===== src/rtl/mux_rr_arbiter.sv =====
// Four-source round-robin packet arbiter feeding one registered output lane.
// Optional stall watchdog on a locked owner: define MUX_ARB_WATCHDOG_EN.
module mux_rr_arbiter #(
    parameter int WIDTH   = 16,
    parameter int TIMEOUT = 15
) (
    input  logic               clk,
    input  logic               rst,
    input  logic [3:0]         req_valid,
    input  logic [3:0]         req_last,
    input  logic [4*WIDTH-1:0] req_data,
    output logic [3:0]         req_ready,
    output logic               out_valid,
    output logic [WIDTH-1:0]   out_data,
    output logic               out_last,
    input  logic               out_ready,
    output logic [1:0]         sel,
    output logic               busy,
    output logic               err
);

    typedef enum logic {IDLE, LOCK} state_e;

    state_e             state_q;
    logic [1:0]         owner_q;
    logic [1:0]         last_grant_q;
    logic               out_valid_q;
    logic [WIDTH-1:0]   out_data_q;
    logic               out_last_q;
    logic [1:0]         sel_q;

    logic [1:0]         rr_idx;
    logic               rr_hit;
    logic [1:0]         gnt_idx;
    logic               gnt_en;
    logic               can_load;
    logic               accept;
    logic               acc_last;
    logic [WIDTH-1:0]   acc_data;

    // Search starts just after the previous winner so every source gets a turn.
    always_comb begin
        logic [1:0] idx;
        rr_idx = last_grant_q;
        rr_hit = 1'b0;
        for (int k = 1; k <= 4; k++) begin
            idx = last_grant_q + 2'(k);
            if (!rr_hit && req_valid[idx]) begin
                rr_hit = 1'b1;
                rr_idx = idx;
            end
        end
    end

    assign can_load = !out_valid_q || out_ready;
    assign gnt_idx  = (state_q == LOCK) ? owner_q : rr_idx;
    assign gnt_en   = (state_q == LOCK) || rr_hit;
    assign accept   = gnt_en && can_load && req_valid[gnt_idx];
    assign acc_last = req_last[gnt_idx];
    assign acc_data = req_data[int'(gnt_idx)*WIDTH +: WIDTH];

    assign req_ready = (gnt_en && can_load && !rst) ? (4'b0001 << gnt_idx) : 4'b0000;

    assign out_valid = out_valid_q;
    assign out_data  = out_data_q;
    assign out_last  = out_last_q;
    assign sel       = sel_q;
    assign busy      = (state_q == LOCK);

`ifdef MUX_ARB_WATCHDOG_EN
    localparam int CW = $clog2(TIMEOUT + 1);

    logic [CW-1:0] stall_q;
    logic [CW-1:0] stall_d;
    logic          err_q;
    logic          stall_cyc;

    assign stall_d   = stall_q + 1'b1;
    assign stall_cyc = (state_q == LOCK) && !req_valid[owner_q];
    assign err       = err_q;
`else
    logic unused_timeout;
    assign unused_timeout = ^TIMEOUT;
    assign err            = 1'b0;
`endif

    always_ff @(posedge clk or posedge rst) begin
        if (rst) begin
            state_q      <= IDLE;
            owner_q      <= 2'd0;
            last_grant_q <= 2'd3;
            out_valid_q  <= 1'b0;
            out_data_q   <= '0;
            out_last_q   <= 1'b0;
            sel_q        <= 2'd0;
`ifdef MUX_ARB_WATCHDOG_EN
            stall_q      <= '0;
            err_q        <= 1'b0;
`endif
        end else begin
`ifdef MUX_ARB_WATCHDOG_EN
            err_q <= 1'b0;
`endif
            if (accept) begin
                out_valid_q <= 1'b1;
                out_data_q  <= acc_data;
                out_last_q  <= acc_last;
                sel_q       <= gnt_idx;
`ifdef MUX_ARB_WATCHDOG_EN
                stall_q     <= '0;
`endif
                if (acc_last) begin
                    state_q      <= IDLE;
                    last_grant_q <= gnt_idx;
                end else begin
                    state_q <= LOCK;
                    owner_q <= gnt_idx;
                end
            end else if (out_ready) begin
                out_valid_q <= 1'b0;
            end
`ifdef MUX_ARB_WATCHDOG_EN
            // A silent owner is evicted after TIMEOUT stalled cycles.
            if (stall_cyc) begin
                if (int'(stall_q) == TIMEOUT - 1) begin
                    state_q      <= IDLE;
                    last_grant_q <= owner_q;
                    err_q        <= 1'b1;
                    stall_q      <= '0;
                end else begin
                    stall_q <= stall_d;
                end
            end
`endif
        end
    end

endmodule


===== config.mk =====
export PLATFORM = sky130hd
export DESIGN_NAME = mux_rr_arbiter
export DESIGN_NICKNAME = d
export VERILOG_FILES = /design/src/rtl/mux_rr_arbiter.sv
export SDC_FILE = /design/constraint.sdc
export NUM_CORES = 1
export LEC_CHECK = 0
export ABC_AREA = 1
export CAP_MARGIN = 20
export CORE_MARGIN = 2
export CORE_UTILIZATION = 44
export DETAILED_ROUTE_END_ITERATION = 8
export PLACE_DENSITY_LB_ADDON = 0.12
export SETUP_SLACK_MARGIN = 0.4
export SYNTH_ARGS = -nofsm -noshare
export SYNTH_HDL_FRONTEND = slang
export SYNTH_SLANG_ARGS = --single-unit

===== constraint.sdc =====
create_clock -name clk -period 4.1 [get_ports clk]
set_input_delay 0.41 -clock clk [delete_from_list [all_inputs] [get_ports clk]]
set_output_delay 0.41 -clock clk [all_outputs]
set_load 0.02 [all_outputs]

**After elaboration in Yosys (flattened, before gate mapping)**

Index checks and enable logic that the tools add are counted.

- Bits of input ports: 75
- Flip-flop bits (word level): 25
- Output and inout port bits: 26
- Word-level logic and storage cells: 59

- Reduce and logical (&&, ||, !) cells: 16
- $lt $le $gt $ge: 5
- Bitwise operators: 1
- Add/subtract/negate cells: 3
- Multiplexer cells: 25
- Shift-type cells: 2

Operators by type and width:

| cell | count |
|---|---|
| indexed part select 64 x 7 -> 16 bit | 1 |
| < comparator 2 x 3 -> 1 bit (second input constant) | 5 |
| two-way mux 1 bit | 13 |
| binary-select mux 1 bit (select 2 bit) | 6 |
| two-way mux 2 bit | 5 |
| logical AND 1 bit | 6 |
| zero test 1 bit | 5 |
| adder 2 bit (second input constant) | 2 |
| two-way mux 4 bit | 1 |
| AND reduction 2 bit | 2 |
| left shift 1 x 2 -> 4 bit (first input constant) | 1 |
| adder 2 x 1 -> 2 bit (second input constant) | 1 |
| logical OR 1 bit | 2 |
| nonzero test 2 bit | 1 |
| NOT 1 bit | 1 |

**Depth between registers and ports, before layout**

- Depth in word-level cells: 18
- Mapped depth: 18
- Mapped depth without buffers: 17

**Worst setup path before layout**

Ideal clock, no wire load.

- Path kind: flip-flop to output port
- Start: reg last_grant_q[0]
- End: out req_ready[1]
- Data required time: 3690 ps
- Path slack: 1664 ps
- Path buffers: 3
- Stages on the path, launching flop included: 14
- Data arrival time: 2026 ps
- Cells stage by stage: dfstp_2 -> buf_6 -> nand2_1 -> nand2_2 -> nand2_1 -> nand2_2 -> nand2_1 -> nand2_1 -> nand2_2 -> nand2_4 -> nand2_4 -> buf_6 -> buf_4 -> nor3_1

- Longest elaborated chain between the ends: 17

RTL lines:

| item | line | source |
|---|---|---|
| from (decl) | 26 | `logic [1:0] last_grant_q;` |
| from (signal assigned) | 114 | `last_grant_q <= gnt_idx;` |
| adder 2 x 1 -> 2 bit | 47 | `idx = last_grant_q + 2'(k);` |
| binary-select mux 1 bit (select 2 bit) | 48 | `if (!rr_hit && req_valid[idx]) begin` |
| two-way mux 1 bit (not written as such) | 48 |  |
| two-way mux 1 bit | 48 |  |
| zero test 1 bit | 48 |  |
| logical AND 1 bit | 48 |  |
| two-way mux 1 bit | 48 |  |
| zero test 1 bit | 48 |  |
| logical AND 1 bit | 48 |  |
| two-way mux 1 bit | 48 |  |
| zero test 1 bit | 48 |  |
| logical AND 1 bit | 48 |  |
| two-way mux 1 bit | 48 |  |
| logical OR 1 bit | 57 | `assign gnt_en = (state_q == LOCK) \|\| rr_hit;` |
| logical AND 1 bit (2 in a row) | 62 | `assign req_ready = (gnt_en && can_load && !rst) ? (4'b0001 << gnt_idx) : 4'b0000;` |
| two-way mux 4 bit * | 62 |  |
| to (decl) | 12 | `output logic [3:0] req_ready,` |

Mark *: on every way between the ends. The rest lies on a longest branch, timed or not. The select of a mux whose other input is x is not followed.

**Worst setup path in the final report**

- Start: reg last_grant_q[0]
- End: out req_ready[2]

Same word-level chain as after synthesis.

==> run metrics <==
vias in the first global route=around 2100; Remaining DRCs=0; final worst-path setup slack=roughly 0.7 ns; DRT iter0 DRCs=177; first-pass GRT wire length=approximately 9.5 mm; DR vias=roughly 2300; Tightest Hold Check Type=register to register; TritonCTS clock tree=done; Final setup viols=0; Worst Max-Slew Pin Slew=~0.66 ns; hold slack=~0.47 ns; Net count, final=489; RSZ-0062 raised after global routing=no; Routed Antenna Nets=0; Post-Syn Instances=roughly 330; synthesized area=approximately 0.0020 mm2; Reg clk slew, reported paths=0.08 ns; H-tree depth=1; CP Data Required Time=between 3 and 4 ns; Total Routing Usage GR=~22%; # Max-Cap Violations=0; pre-CTS WS=between 0.6 and 0.7 ns; R2R cell count=10; average routed wire per standard cell=about 12 um; row count=24; max_slew headroom=between 50% and 60%; drt total wl=between 5 and 6 mm; Fillers=368; Placed Area=roughly 0.003 mm2; power per standard cell area=~850 mW/mm2; Syn Area/Cell=between 6 and 7 um2; reg2reg start=last_grant_q[0]$_DFFE_PP1P_; global route total overflow=0; Max Clock Freq=slightly below 0.3 GHz; HP Start=owner_q[0]$_DFFE_PP0P_; CP Cell Sequence=inv_2 > nand2_1 > nand3_1 > nand2_2 > nand2_2 > nand2_1 > nand2_1 > nand2_2 > nand2_4 > nand2_8 > inv_4 > nor3_1 > clkdlybuf4s50_1; hold path depth=2; dpl cells=between 400 and 500; initial antenna violation count=0; Final GP Congestion=0.881; ratio of cells with drive above 1 in the final layout=under 10%; Num CTS Buffers=3; Worst path max stage delay=about 0.66 ns; Die W=72.1 um; crit-path max FO=42; Final Hold Vio Count=0; R2R setup slack=1.43 ns; Final Cell Area=0.00304 mm2; CP arrival=2.98 ns; effective utilization at floorplan=46.2%; clk_lat worst skew=between 0.2 and 0.3 ns; Clock Path Buffers=2; final core area utilization=between 60% and 70%; outcome=finished, final reports clean; Clock Skew=~0.0028 ns; IO Pins=101; most frequent cells in the layout=164 x nand2_1, 99 x clkdlybuf4s50_1, 53 x nand3_1; root buf cell=clkbuf_8; CTS Hold Bufs=0; Setup crit start kind=register; Seq/Total Area, Yosys=between 30% and 40%; largest net degree at the start of global routing=43; Syn. warnings=0; worst reg2reg path endpoint=out_valid$_DFFE_PP0P_; CP max stage cell=dfstp_2; Hold EP=owner_q[0]$_DFFE_PP0P_; vias per std cell=5.05; First-pass DRT Iterations=4; Tmin final=3.39 ns; max-slew violations=0; crit end category=primary output; die span in y=between 70 and 80 um; setup tns final=0 ns; Placeable Area=0.00441 mm2; Area Growth Syn to Fin=49.1%; post-synthesis register bit count=25; Design Power=about 2.6 mW; DP Wirelength=roughly 4.5 mm; Syn Nets=approximately 400; most common cell after layout, fill and taps aside=nand2_1; diode count=0; leak pwr=between 1.5 and 2 nW; Clock Sinks=25; Final period util=82.6%; Synth cell types=27; VDD IR max=approximately 0.4 mV; die area=roughly 0.0052 mm2; # port buffers=99; Setup CP Type=register to primary output; Final Non-Filler Cells=465
-- synth_stat cells (all sizes together) --
cell type | instances | share of area (%)
a21oi | 2 | 0.49
o221ai | 1 | 0.43
buf | 18 | 6.4
inv | 16 | 3.1
a41oi | 1 | 0.80
nor3 | 4 | 0.98
dfstp | 2 | 2.6
or2 | 1 | 0.31
o22ai | 1 | 0.31
conb | 1 | 0.18
nand2 | 177 | 35
nand4 | 4 | 1.2
nand3 | 54 | 13
o21ai | 11 | 4.4
nor2 | 8 | 1.5
dfrtp | 23 | 28
clkbuf | 3 | 0.55
-- worst max-delay path: cells and delay by family (launching register included) --
family | cells | cell delay (ns)
AND/OR/NAND/NOR | 10 | 1.09
buffers and inverters | 3 | 0.94
flip-flops | 1 | 0.66
-- what timing repair did --
action / CTS / global route
resized for setup: 0 / 1
hold endpoints to repair: 0 / 0
setup buffers: 0 / 0
endpoints found under the setup margin: 0 / 2
-- worst max path at each step --
stage / startpoint / end / slack, ns / cells after the start
2_1_floorplan: last_grant_q[0]$_DFFE_PP1P_ / req_ready[1] / 1.66 / 13
3_3_place_gp: req_valid[1] / req_ready[2] / 0.75 / 14
3_5_place_dp: req_valid[3] / req_ready[2] / 0.65 / 14
4_1_cts: last_grant_q[0]$_DFFE_PP1P_ / req_ready[2] / 0.58 / 13
5_1_grt: last_grant_q[0]$_DFFE_PP1P_ / req_ready[2] / 0.46 / 13
6_report: last_grant_q[0]$_DFFE_PP1P_ / req_ready[2] / 0.71 / 13
-- layer usage --
layer	track usage [%]	wire length, um	up-vias
li1	-	-	1209
met1	33.2	2710	1029
met2	35.8	2610	101
met3	2.36	387	7
met4	4.61	63	0
met5	0	0	-
-- cell families (layout without fill, tap and decap cells) --
| group | count (synthesis) | count (layout) | synth area share, % |
|---|---|---|---|
| and+or+nand+nor | 248 | 248 | 52.6 |
| buffers and inverters | 37 | 123 | 10.0 |
| DFF | 25 | 25 | 30.8 |
| AOI/OAI and AO/OA | 16 | 16 | 6.38 |
| other | 1 | 1 | 0.184 |
-- state kept, by name (all words and copies together) (netlist names) --
signal,flops
owner_q,2
out_last,1
busy,1
out_valid,1
out_data,16
sel,2
last_grant_q,2
-- layout make-up --
| cell class | instances | area (um2) | share of cell area [%] |
|---|---|---|---|
| Multi-Input combinational cell | 265 | 1220 | 40.1 |
| Timing Repair Buffer | 103 | 1020 | 33.6 |
| Sequential cell | 25 | 628 | 20.6 |
| Tap cell | 52 | 65.1 | 2.14 |
| Inverter | 16 | 62.6 | 2.06 |
| Clock buffer | 4 | 45.0 | 1.48 |
-- power breakdown --
group	total, mW	switching (mW)	internal, mW	leakage, nW
registers	0.467	0.0860	0.381	0.309
logic	1.98	1.28	0.694	1.20
clock network	0.143	0.0740	0.0695	0.0228
total	2.59	1.44	1.14	1.53
Power figures use the tool's default switching activity.
